File: config.mk
export PLATFORM = sky130hd
export DESIGN_NAME = modn_updown_counter
export DESIGN_NICKNAME = d
export VERILOG_FILES = /design/src/rtl/modn_updown_counter.sv
export SDC_FILE = /design/constraint.sdc
export NUM_CORES = 1
export LEC_CHECK = 0
export CORE_AREA = 2 2 39 41
export DETAILED_ROUTE_END_ITERATION = 16
export DIE_AREA = 0 0 41 43
export DONT_BUFFER_PORTS = 1
export PLACE_DENSITY = 0.43
export REMOVE_ABC_BUFFERS = 1
export SLEW_MARGIN = 15
export SYNTH_ARGS = -nofsm -noshare
export SYNTH_HDL_FRONTEND = slang
export SYNTH_SLANG_ARGS = --single-unit
File: constraint.sdc
create_clock -name clk -period 4.4 [get_ports clk]
set_clock_uncertainty 0.1 [all_clocks]
set_input_delay 0.88 -clock clk [delete_from_list [all_inputs] [get_ports clk]]
set_output_delay 0.88 -clock clk [all_outputs]
set_load 0.02 [all_outputs]
File: src/rtl/modn_updown_counter.sv
// Modulo-MOD up/down counter with synchronous clear/load, cascade enable and
// wrap-or-saturate boundary handling. Event pulses are registered; tc is combinational.
module modn_updown_counter #(
    parameter int WIDTH     = 3,
    parameter int MOD       = 5,
    parameter int RESET_VAL = 0
) (
    input  logic             clk,
    input  logic             reset_n,
    input  logic             clr,
    input  logic             load,
    input  logic [WIDTH-1:0] d_in,
    input  logic             en,
    input  logic             cnt_in_en,
    input  logic             up_dn,
    input  logic             sat_mode,
    output logic [WIDTH-1:0] q_out,
    output logic             tc,
    output logic             wrap,
    output logic             sat_hit,
    output logic             load_err
);

    // One extra bit lets MOD == 2**WIDTH be represented and compared.
    localparam logic [WIDTH:0]   MOD_W = (WIDTH+1)'(MOD);
    localparam logic [WIDTH:0]   MAX_W = (WIDTH+1)'(MOD - 1);
    localparam logic [WIDTH-1:0] MAX_Q = MAX_W[WIDTH-1:0];
    localparam logic [WIDTH-1:0] RST_Q = (WIDTH)'(RESET_VAL);
    localparam logic [WIDTH-1:0] ONE_Q = (WIDTH)'(1);

    if (WIDTH < 1 || MOD < 2 || (64'(MOD) > (64'd1 << WIDTH)) ||
        RESET_VAL < 0 || RESET_VAL >= MOD) begin : g_bad_params
        $error("modn_updown_counter: illegal WIDTH/MOD/RESET_VAL combination");
    end

    logic [WIDTH:0]   q_ext_s;
    logic [WIDTH:0]   d_ext_s;
    logic             at_top_s;
    logic             at_bot_s;
    logic             boundary_s;
    logic             d_oob_s;
    logic             step_s;

    logic [WIDTH-1:0] q_d,    q_q;
    logic             wrap_d, wrap_q;
    logic             sat_d,  sat_q;
    logic             lerr_d, lerr_q;

    assign q_ext_s    = {1'b0, q_q};
    assign d_ext_s    = {1'b0, d_in};
    assign at_top_s   = (q_ext_s == MAX_W);
    assign at_bot_s   = (q_q == {WIDTH{1'b0}});
    assign boundary_s = up_dn ? at_top_s : at_bot_s;
    assign d_oob_s    = (d_ext_s >= MOD_W);
    assign step_s     = en & cnt_in_en & ~clr & ~load;

    // tc announces that this cycle's edge will wrap, so the next stage can step with it.
    assign tc = step_s & ~sat_mode & boundary_s;

    // Next count and event pulses: clr > load > step > hold.
    always_comb begin
        q_d    = q_q;
        wrap_d = 1'b0;
        sat_d  = 1'b0;
        lerr_d = 1'b0;
        if (clr) begin
            q_d = RST_Q;
        end else if (load) begin
            if (d_oob_s) begin
                q_d    = MAX_Q;
                lerr_d = 1'b1;
            end else begin
                q_d = d_in;
            end
        end else if (step_s) begin
            if (!boundary_s) begin
                q_d = up_dn ? (q_q + ONE_Q) : (q_q - ONE_Q);
            end else if (sat_mode) begin
                sat_d = 1'b1;
            end else begin
                q_d    = up_dn ? {WIDTH{1'b0}} : MAX_Q;
                wrap_d = 1'b1;
            end
        end else begin
            q_d = q_q;
        end
    end

    // Count and pulse registers with asynchronous reset.
    always_ff @(posedge clk or negedge reset_n) begin
        if (!reset_n) begin
            q_q    <= RST_Q;
            wrap_q <= 1'b0;
            sat_q  <= 1'b0;
            lerr_q <= 1'b0;
        end else begin
            q_q    <= q_d;
            wrap_q <= wrap_d;
            sat_q  <= sat_d;
            lerr_q <= lerr_d;
        end
    end

    assign q_out    = q_q;
    assign wrap     = wrap_q;
    assign sat_hit  = sat_q;
    assign load_err = lerr_q;

endmodule

# Word level (Yosys, flattened, before mapping)
# Index checks and enable logic that the tools add are counted.
[word_totals]
inputBits = 11
output_inout_bits = 7
ff_bits = 6
[op_classes]
addsub = 2
n_eq_ne = 2
muxes = 22
n_bitwise = 8
n_reduce_logical = 3
magnitude_cmp = 1
[op_table]
columns = ["cell", "n"]
rows = [
  ["$mux 3", 8],
  ["$mux 1", 14],
  ["$and 1x1->1", 5],
  ["$ne 4x4->1 const B", 1],
  ["$add 3x1->3 const B", 1],
  ["$eq 3x3->1 const B", 1],
  ["$ge 3x3->1 const B", 1],
  ["$logic_not 3->1", 1],
  ["$not 1->1", 3],
  ["$reduce_bool 3->1", 1],
  ["$sub 3x1->3 const B", 1],
  ["$reduce_and 2->1", 1],
]

# Longest topological paths before layout
# Gate-level depths: netlist (run 1).
[logic_depth]
ltp_word = 6
ltp_mapped = 6
mapped_depth_nobuf = 6

# Worst setup path after synthesis (run 1)
# OpenSTA, ideal clock, no wires.
[synth_path]
path_kind = "input-to-output"
from = "in up_dn"
to = "out tc"
required_ns = 3.420
arrival_ns = 1.753
cell_stages = 2
slack_ns = 1.667
path_buffers = 0
cell_sequence = "xor2_1 nor4_1"
[synth_via]
elab_chain_len = 2
[synth_rtl]
columns = ["item", "line", "text"]
rows = [
  ["start: declaration", "15", "input logic up_dn,"],
  ["$mux 1", "53", "assign boundary_s = up_dn ? at_top_s : at_bot_s;"],
  ["$and 1x1->1", "58", "assign tc = step_s & ~sat_mode & boundary_s;"],
  ["end: declaration", "18", "output logic tc,"],
]
# No other way between the ends.

# Final worst setup path (run 1)
[layout_path]
from = "reg q_q[1] (netlist: q_out[1])"
to = "out tc"
[layout_via]
elab_chain_len = 3
elab_cells_between_ends = 4
[layout_rtl]
columns = ["item", "line", "text"]
rows = [
  ["start: declaration", "44", "logic [WIDTH-1:0] q_d, q_q;"],
  ["start signal: assignment", "97", "q_q <= q_d;"],
  ["$eq 3x3->1 or $logic_not 3->1 (tied branches)", "51, 52", ""],
  ["$mux 1 (*)", "53", ""],
  ["$and 1x1->1 (*)", "58", ""],
]
# Every way passes the cells marked *; elsewhere a longest branch is shown, timed or not.

==> results of run 1 <==
-- cells by family (layout without fill, tap and decap cells) --
| logic type | Yosys count | count (layout) |
|---|---|---|
| AO/OA/AOI/OAI | 11 | 11 |
| flip-flops | 6 | 6 |
| buffers and inverters | 3 | 6 |
| multiplexers | 3 | 3 |
| adder cells (fa/ha/maj) | 1 | 1 |
| XOR/XNOR | 1 | 1 |
| AND/OR/NAND/NOR | 15 | 15 |
-- layout make-up --
cell class / instances / area [µm²] / share of cell area
Multi-Input combinational cell: 31 / 242.7 / 0.5434
Clock buffer: 3 / 22.52 / 0.05042
Tap cell: 16 / 20.02 / 0.04482
Inverter: 3 / 11.26 / 0.02521
Sequential cell: 6 / 150.1 / 0.3361
-- per-layer routing --
metal,track usage,share of wire
met5,0,0
met3,0.06806,0.12
met4,0.04000,0
met2,0.1594,0.46
met1,0.1410,0.42
-- flip-flops by register name, summed over array words and instances (netlist names) --
register  cells
load_err      1
q_out         3
sat_hit       1
wrap          1
-- synth_stat cells --
cell type,instances
nor4_1,2
o31ai_1,1
o21ai_0,2
o21bai_1,1
a21oi_1,3
nand2_1,1
nand3b_1,2
nand3b_4,1
mux2_1,3
o211ai_1,1
dfrtp_1,6
fa_1,1
o211a_1,1
inv_1,3
nor3_1,1
or2_2,1
a31oi_1,1
nand3_1,1
a311oi_4,1
nor2_1,6
xor2_1,1
-- worst paths after layout --
kind,start,endpoint,cells after the start,slack (ns)
setup / recovery,q_out[1],tc,2,1.51
min in group clk,sat_mode,wrap,1,0.62
hold reg to reg,q_out[0],q_out[0],1,0.66
hold / removal,reset_n,wrap,0,0.24
max in group asynchronous,reset_n,q_out[2],0,3.89
setup reg to reg,q_out[2],q_out[0],4,2.46
-- power by group through the flow --
stage / combinational [mW] / clock, mW / sequential, mW
finish: 0.0300 / 0.0477 / 0.0708
global route: 0.0349 / 0.0531 / 0.0720
CTS: 0.0304 / 0.0511 / 0.0710
detailed placement: 0.0302 / 0 / 0.0717
floorplan: 0.0257 / 0 / 0.0694
global placement: 0.0296 / 0 / 0.0718
==> metrics, run 1 <==
ANT cells=0; All-Layer GR Usage=0.1141; largest family of logic cells by synthesized area=simple AND/OR/NAND/NOR gates; mux contribution to synthesized area=0.08359; # rows=14; Syn Area/Cell=10.10 µm²; Sw Share=0.2947; pin count of the biggest net entering global routing=8; Syn Inst Count=40; final net count=57; Setup Viol. Count Final=0; Core Area=1384 µm²; Remaining DRCs=0; Synth warnings=0; routability cong.=0.7561; endpoint type of the worst setup path=output pin; first-pass GRT wire length=1338 µm; total power=0.1484 mW; pre-CTS setup slack=between 1.5 and 2 ns; Worst-path clk slew=0.04 ns; simple-gate share of the synthesized area=0.2229; Post-Synth Adder-Cell Area=0.04954; worst rel slew slack=0.3793; CTS tree=yes; pwr dens=332.3 nW/µm²; max-cap viol count=0; compound-gate portion of the synthesized area=0.2229; Worst Path Required=3.42 ns; initial antenna violation count=0; Remaining Overflow, GRT=0; Tmin final=2.890 ns; cell taking the most area after synthesis=dfrtp_1; RSZ-0062 raised after global routing=no; status=complete, no violations; cell leakage power=0.1983 nW; clk sinks=6; CTS buffer count=3; number of buffers and inverters on the critical path=0; commonest cells after routing, fill and taps aside=nor2_1, dfrtp_1; IO Port Bufs=0; Slew @ Worst Pin=0.9225 ns; clk buf depth=2; crit-path max FO=7; Total Wirelength=817 µm; Critical Path, Cell by Cell=or2_2 -> nor4_1; post-route clock period utilization=0.6568; Chip Height=43 µm; arrival time worst endpoint=1.91 ns; Via density=5.407; setup TNS=0 ns; CTS Root Cell=clkbuf_4; xor and xnor area share after synthesis=0.02167; DP HPWL=a little under 700 µm; Synth cell types=21; area delta synth->final=10.53%; Final Hold Vio Count=0; FMAX=0.3460 GHz; Die Wd=about 41 µm; Placement Cell Area=424.2 µm²; Starting Density=0.2920; postcts setup bufs=0; WS Path Type=register to output pin; H-tree lvl count=1; Worst path max stage delay=0.79 ns; I/O pin count=18; Critical-path top delay cell=nor4_1; die area=1763 µm²; layout cells sized above 1=0.1395; 1st-iter DRT viols=3; fill count=~150; total number of vias=319; largest cells by area after synthesis=dfrtp_1, mux2_1, a311oi_4; Slew Viols, Final=0; peak supply drop=124.1 µV; hold slack=0.2377 ns; CTS Hold Bufs=0; post-route insts no fill=59; worst hold-check path type=primary input to async pin; sequential cell area fraction in the yosys report=0.3715; vias in the first global route=317; area share of the largest cell type after synthesis=0.3715; Resize count post-CTS=0; Gate power share=0.202; Psw=0.04374 mW; routed length per instance=13.85 µm; Flop pwr share=0.477; Final WS setup=between 1.5 and 2 ns; Finished Cell Area=446.7 µm²; Yosys reg bits=6; Routed Antenna Nets=0; placed cell count=56; drt pass-1 iters=4; Clk network pwr share=0.321; synthesized cell area=404.1 µm²; delay-heaviest family, CP=simple AND/OR/NAND/NOR gates; Skew-Pair Late Insertion Delay=0.23 ns; critical path launch point type=register; Util after Layout=0.3228; P_int=0.1047 mW
No activity file was read; power rests on OpenSTA's default activity.
==> run 2, diff against run 1 <==
- clock period: 4.4 -> 2.7 ns (I/O delays scaled with it)
==> run 2 against run 1 <==
Effect of this change:
- cell count increased by 3.4%
- routed wire length increased by 1.3%
- design area increased by 3.9%
- largest power group unchanged
- die area unchanged
- clock-buffer cell count unchanged
- sequential power increased by 62%
- sequential share of layout area decreased by 1.3 points
- via count increased by 2.2%
- core utilization increased by 1.3 points
- power increased by 66%
- largest cell class unchanged
- critical path type unchanged
==> metrics, run 2 (same netlist as run 1, synthesis figures left out) <==
status=complete, no violations; max-cap viol count=0; r2r endpoint=q_out[0]; final net count=59; Slew @ Worst Pin=~0.37 ns; total number of vias=326; met1 Use GR=0.1513; post-route clock period utilization=0.8316; Tmin final=between 2 and 2.5 ns; GR Util met3=0.07853; fill count=155; endpoint type of the worst setup path=output pin; H-tree lvl count=1; Worst R2R Path Depth=4; ANT cells=0; DP HPWL=683.8 µm; CTS Hold Bufs=1; Reg-to-Reg Start=q_out[2]; All-Layer GR Usage=0.1122; drt pass-1 iters=2; Chip Height=43 µm; RSZ-0062 raised after global routing=no; Remaining DRCs=0; Total Wirelength=828 µm; postcts setup bufs=0; cell leakage power=~0.21 nW; max reg flops=3; Setup Viol. Count Final=0; 1st-iter DRT viols=4; CTS buffer count=3; total power=0.2468 mW; first-pass GRT wire length=1324 µm; area delta synth->final=14.86%; Final Hold Vio Count=0; die area=between 1500 and 2000 µm²; Worst-path clk slew=approximately 0.04 ns; Routed Antenna Nets=0; Die Wd=between 40 and 50 µm; Core Area=1384 µm²; layout cells sized above 1=0.1556; Cells on Worst Hold Path=1; routability cong.=0.7146; clk sinks=6; FMAX=between 0.4 and 0.5 GHz; pre-CTS setup slack=0.7217 ns; Resize count post-CTS=0; pwr dens=around 530 nW/µm²; I/O pin count=18; GRT Max-Usage Layer=met1; vias in the first global route=roughly 300; Skew-Pair Late Insertion Delay=0.24 ns; CTS Root Cell=clkbuf_4; Via density=5.344; worst rel slew slack=0.7517; Multi-input gate area=between 200 and 250 µm²; reg-to-reg setup timing slack=roughly 0.76 ns; initial antenna violation count=0; Final WS setup=0.4546 ns; peak supply drop=239.3 µV; Remaining Overflow, GRT=0; arrival time worst endpoint=1.61 ns; Slew Viols, Final=0; sink of the worst hold path=wrap; clk buf depth=2; Starting Density=0.2920; commonest cells after routing, fill and taps aside=nor2_1, dfrtp_1; crit-path max FO=7; CTS tree=yes; HP Start=sat_mode; Register Area=150.1 µm²; setup TNS=0 ns; routed length per instance=between 10 and 15 µm; Worst Path Required=2.06 ns; pin count of the biggest net entering global routing=8; IO Port Bufs=0; WS Path Type=register to output pin; worst hold-check path type=primary input to register; # rows=14; critical path launch point type=register; met2 Track Usage GR=0.1469
## run 2: power by group
group / internal (mW) / switching [mW]
registers: 0.0963 / 0.0184
clock network: 0.0501 / 0.0303
logic: 0.0254 / 0.0262
## run 2: critical path: stages (launching register included)
cell and delay (ns):
dfrtp_1 0.50, or2_2 0.37, nor4_1 0.30, buf_4 0.20
## run 2: area by class of cell
class / instances / area share
tap: 16 / 0.04313
sequential: 6 / 0.3235
multi-input combinational: 31 / 0.5229
clock buffer: 3 / 0.04852
inverter: 3 / 0.02426
timing repair buffer: 2 / 0.03774
## run 2: worst max-delay path by stage
stage                     cells after the start  to  slack, ns  startpoint
after floorplan                               2  tc       0.52    q_out[1]
after global placement                        3  tc       0.75    q_out[1]
after detailed placement                      3  tc       0.72    q_out[1]
after CTS                                     3  tc       0.45    q_out[1]
after global routing                          3  tc       0.39    q_out[1]
final                                         3  tc       0.45    q_out[1]
## run 2: metal layers
layer	wire length (µm)	vias to the layer above
li1	-	158
met1	362	153
met2	380	15
met3	85	0
met4	0	0
met5	0	-
## run 2: through the flow
step	utilization	std cells	hold WS (ns)	area, µm²
floorplan	-	40	0.1444	404.1
global placement	0.3119	57	0.1445	431.7
detailed placement	0.3119	57	0.1445	431.7
CTS	0.3354	61	0.2671	464.2
global route	0.3354	61	0.2646	464.2
finish	0.3354	61	0.2735	464.2
==> run 3, diff against run 2 <==
- clock period: 2.7 -> 2.27 ns (I/O delays scaled with it)
==> run 3 against run 2 <==
Effect of this change:
- setup slack worse by 0.33 ns
- critical path depth did not move
- sequential power grew 14%
- routed wire length up 8.1%
- design area rose by 1.6%
- sequential share of layout area decreased by 0.51 points
- global-route usage increased by 0.49 points
- first-iteration DRC count is 100% higher
- power up 20%
- register-to-register slack got worse by 0.38 ns
- largest cell class unchanged
==> metrics, run 3 (same netlist as run 1, synthesis figures left out) <==
Routed Antenna Nets=0; Die Wd=slightly above 40 µm; Core Area=1384 µm²; worst hold-check path type=primary input to register; Remaining DRCs=0; Skew-Pair Late Insertion Delay=0.24 ns; die area=1763 µm²; area delta synth->final=16.72%; drt pass-1 iters=4; initial antenna violation count=0; Critical-path top delay cell=dfrtp_1; Psw=0.08969 mW; CTS Root Cell=clkbuf_4; sink of the worst hold path=wrap; Clk network pwr share=0.320; HP Start=sat_mode; first-pass GRT wire length=1380 µm; 1st-iter DRT viols=8; post-route clock period utilization=0.9452; DP HPWL=between 700 and 800 µm; Remaining Overflow, GRT=0; Resize count post-CTS=0; Via density=5.210; postcts setup bufs=0; arrival time worst endpoint=between 1.5 and 2 ns; worst rel slew slack=0.7537; layout cells sized above 1=0.1739; crit-path max FO=7; pin count of the biggest net entering global routing=8; Worst-path clk slew=0.05 ns; reg-to-reg setup timing slack=approximately 0.38 ns; critical path launch point type=register; Chip Height=43 µm; pwr dens=630.0 nW/µm²; vias in the first global route=333; Flop pwr share=0.442; RSZ-0062 raised after global routing=no; Sw Share=0.3018; Worst Path Required=1.72 ns; Total Wirelength=895 µm; Util after Layout=0.3409; routed length per instance=roughly 14 µm; Starting Density=0.2920; Worst path max stage delay=0.51 ns; IO Port Bufs=0; total number of vias=323; peak supply drop=273.5 µV; setup TNS=0 ns; I/O pin count=18; clk buf depth=2; FMAX=0.4661 GHz; ANT cells=0; # rows=14; Worst R2R Path Depth=6; Cells on Worst Hold Path=1; fill count=149; Slew @ Worst Pin=0.3682 ns; H-tree lvl count=1; r2r endpoint=q_out[1]; Tmin final=2.146 ns; CTS buffer count=3; cell leakage power=around 0.21 nW; max reg flops=3; All-Layer GR Usage=0.1172; WS Path Type=register to output pin; Setup Viol. Count Final=0; endpoint type of the worst setup path=output pin; CTS tree=yes; routability cong.=around 0.7; P_int=between 0.2 and 0.25 mW; clk sinks=6; final net count=60; CP startpoint=q_out[1]; status=complete, no violations; Reg-to-Reg Start=q_out[0]; Final Hold Vio Count=0; commonest cells after routing, fill and taps aside=nor2_1, dfrtp_1; max-cap viol count=0; Critical Path, Cell by Cell=or2_2 -> nor4_1 -> buf_4; Gate power share=0.237; Slew Viols, Final=0
run 3: worst max path at each step:
stage / end / slack [ns] / cells after the start
2_1_floorplan: tc / 0.18 / 2
3_3_place_gp: q_out[0] / 0.36 / 4
3_5_place_dp: tc / 0.36 / 3
4_1_cts: tc / 0.09 / 3
5_1_grt: tc / 0.003 / 3
6_report: tc / 0.12 / 3
run 3: cell type report:
class	instances	area, µm²	area share
Multi-Input combinational cell	31	242.7	0.5146
Sequential cell	6	150.1	0.3183
Timing Repair Buffer	3	25.02	0.05305
Tap cell	16	20.02	0.04244
Clock buffer	3	22.52	0.04775
Inverter	3	11.26	0.02387
run 3: worst max-delay path: cells and delay by family (launching register included):
kind / cells / cell delay (ns)
AND/OR/NAND/NOR: 2 / 0.65
buffers and inverters: 1 / 0.19
flip-flops: 1 / 0.51
run 3: timing repair:
item / 4_1_cts / 5_1_grt
setup endpoints to repair: 0 / 0
hold buffers: 1 / 0
endpoints found under the hold margin: 6 / 0
run 3: per-layer routing:
metal  global-route usage  up-vias  wire length (µm)
met3              0.09424        0                78
li1                     -      161                 -
met1               0.1344      150               372
met2               0.1688       12               444
met5                    0        -                 0
met4              0.02000        0                 0
run 3: stage by stage:
| stage | instance area [µm²] | hold slack [ns] | instances | setup slack [ns] | power (mW) |
|---|---|---|---|---|---|
| 2_1_floorplan | 404.1 | 0.05841 | 40 | 0.1764 | 0.1844 |
| 3_3_place_gp | 439.2 | 0.05855 | 58 | 0.3640 | 0.2000 |
| 3_5_place_dp | 439.2 | 0.05853 | 58 | 0.3599 | 0.2016 |
| 4_1_cts | 471.7 | 0.1736 | 62 | 0.09216 | 0.3049 |
| 5_1_grt | 471.7 | 0.1698 | 62 | 0.002691 | 0.3198 |
| 6_report | 471.7 | 0.1855 | 62 | 0.1244 | 0.2972 |
run 3: power by group through the flow:
stage	Combinational [mW]	Clock [mW]	Sequential, mW
floorplan	0.0498	0	0.135
global placement	0.0670	0	0.133
detailed placement	0.0682	0	0.133
CTS	0.0717	0.101	0.132
global route	0.0797	0.107	0.133
finish	0.0705	0.0952	0.131
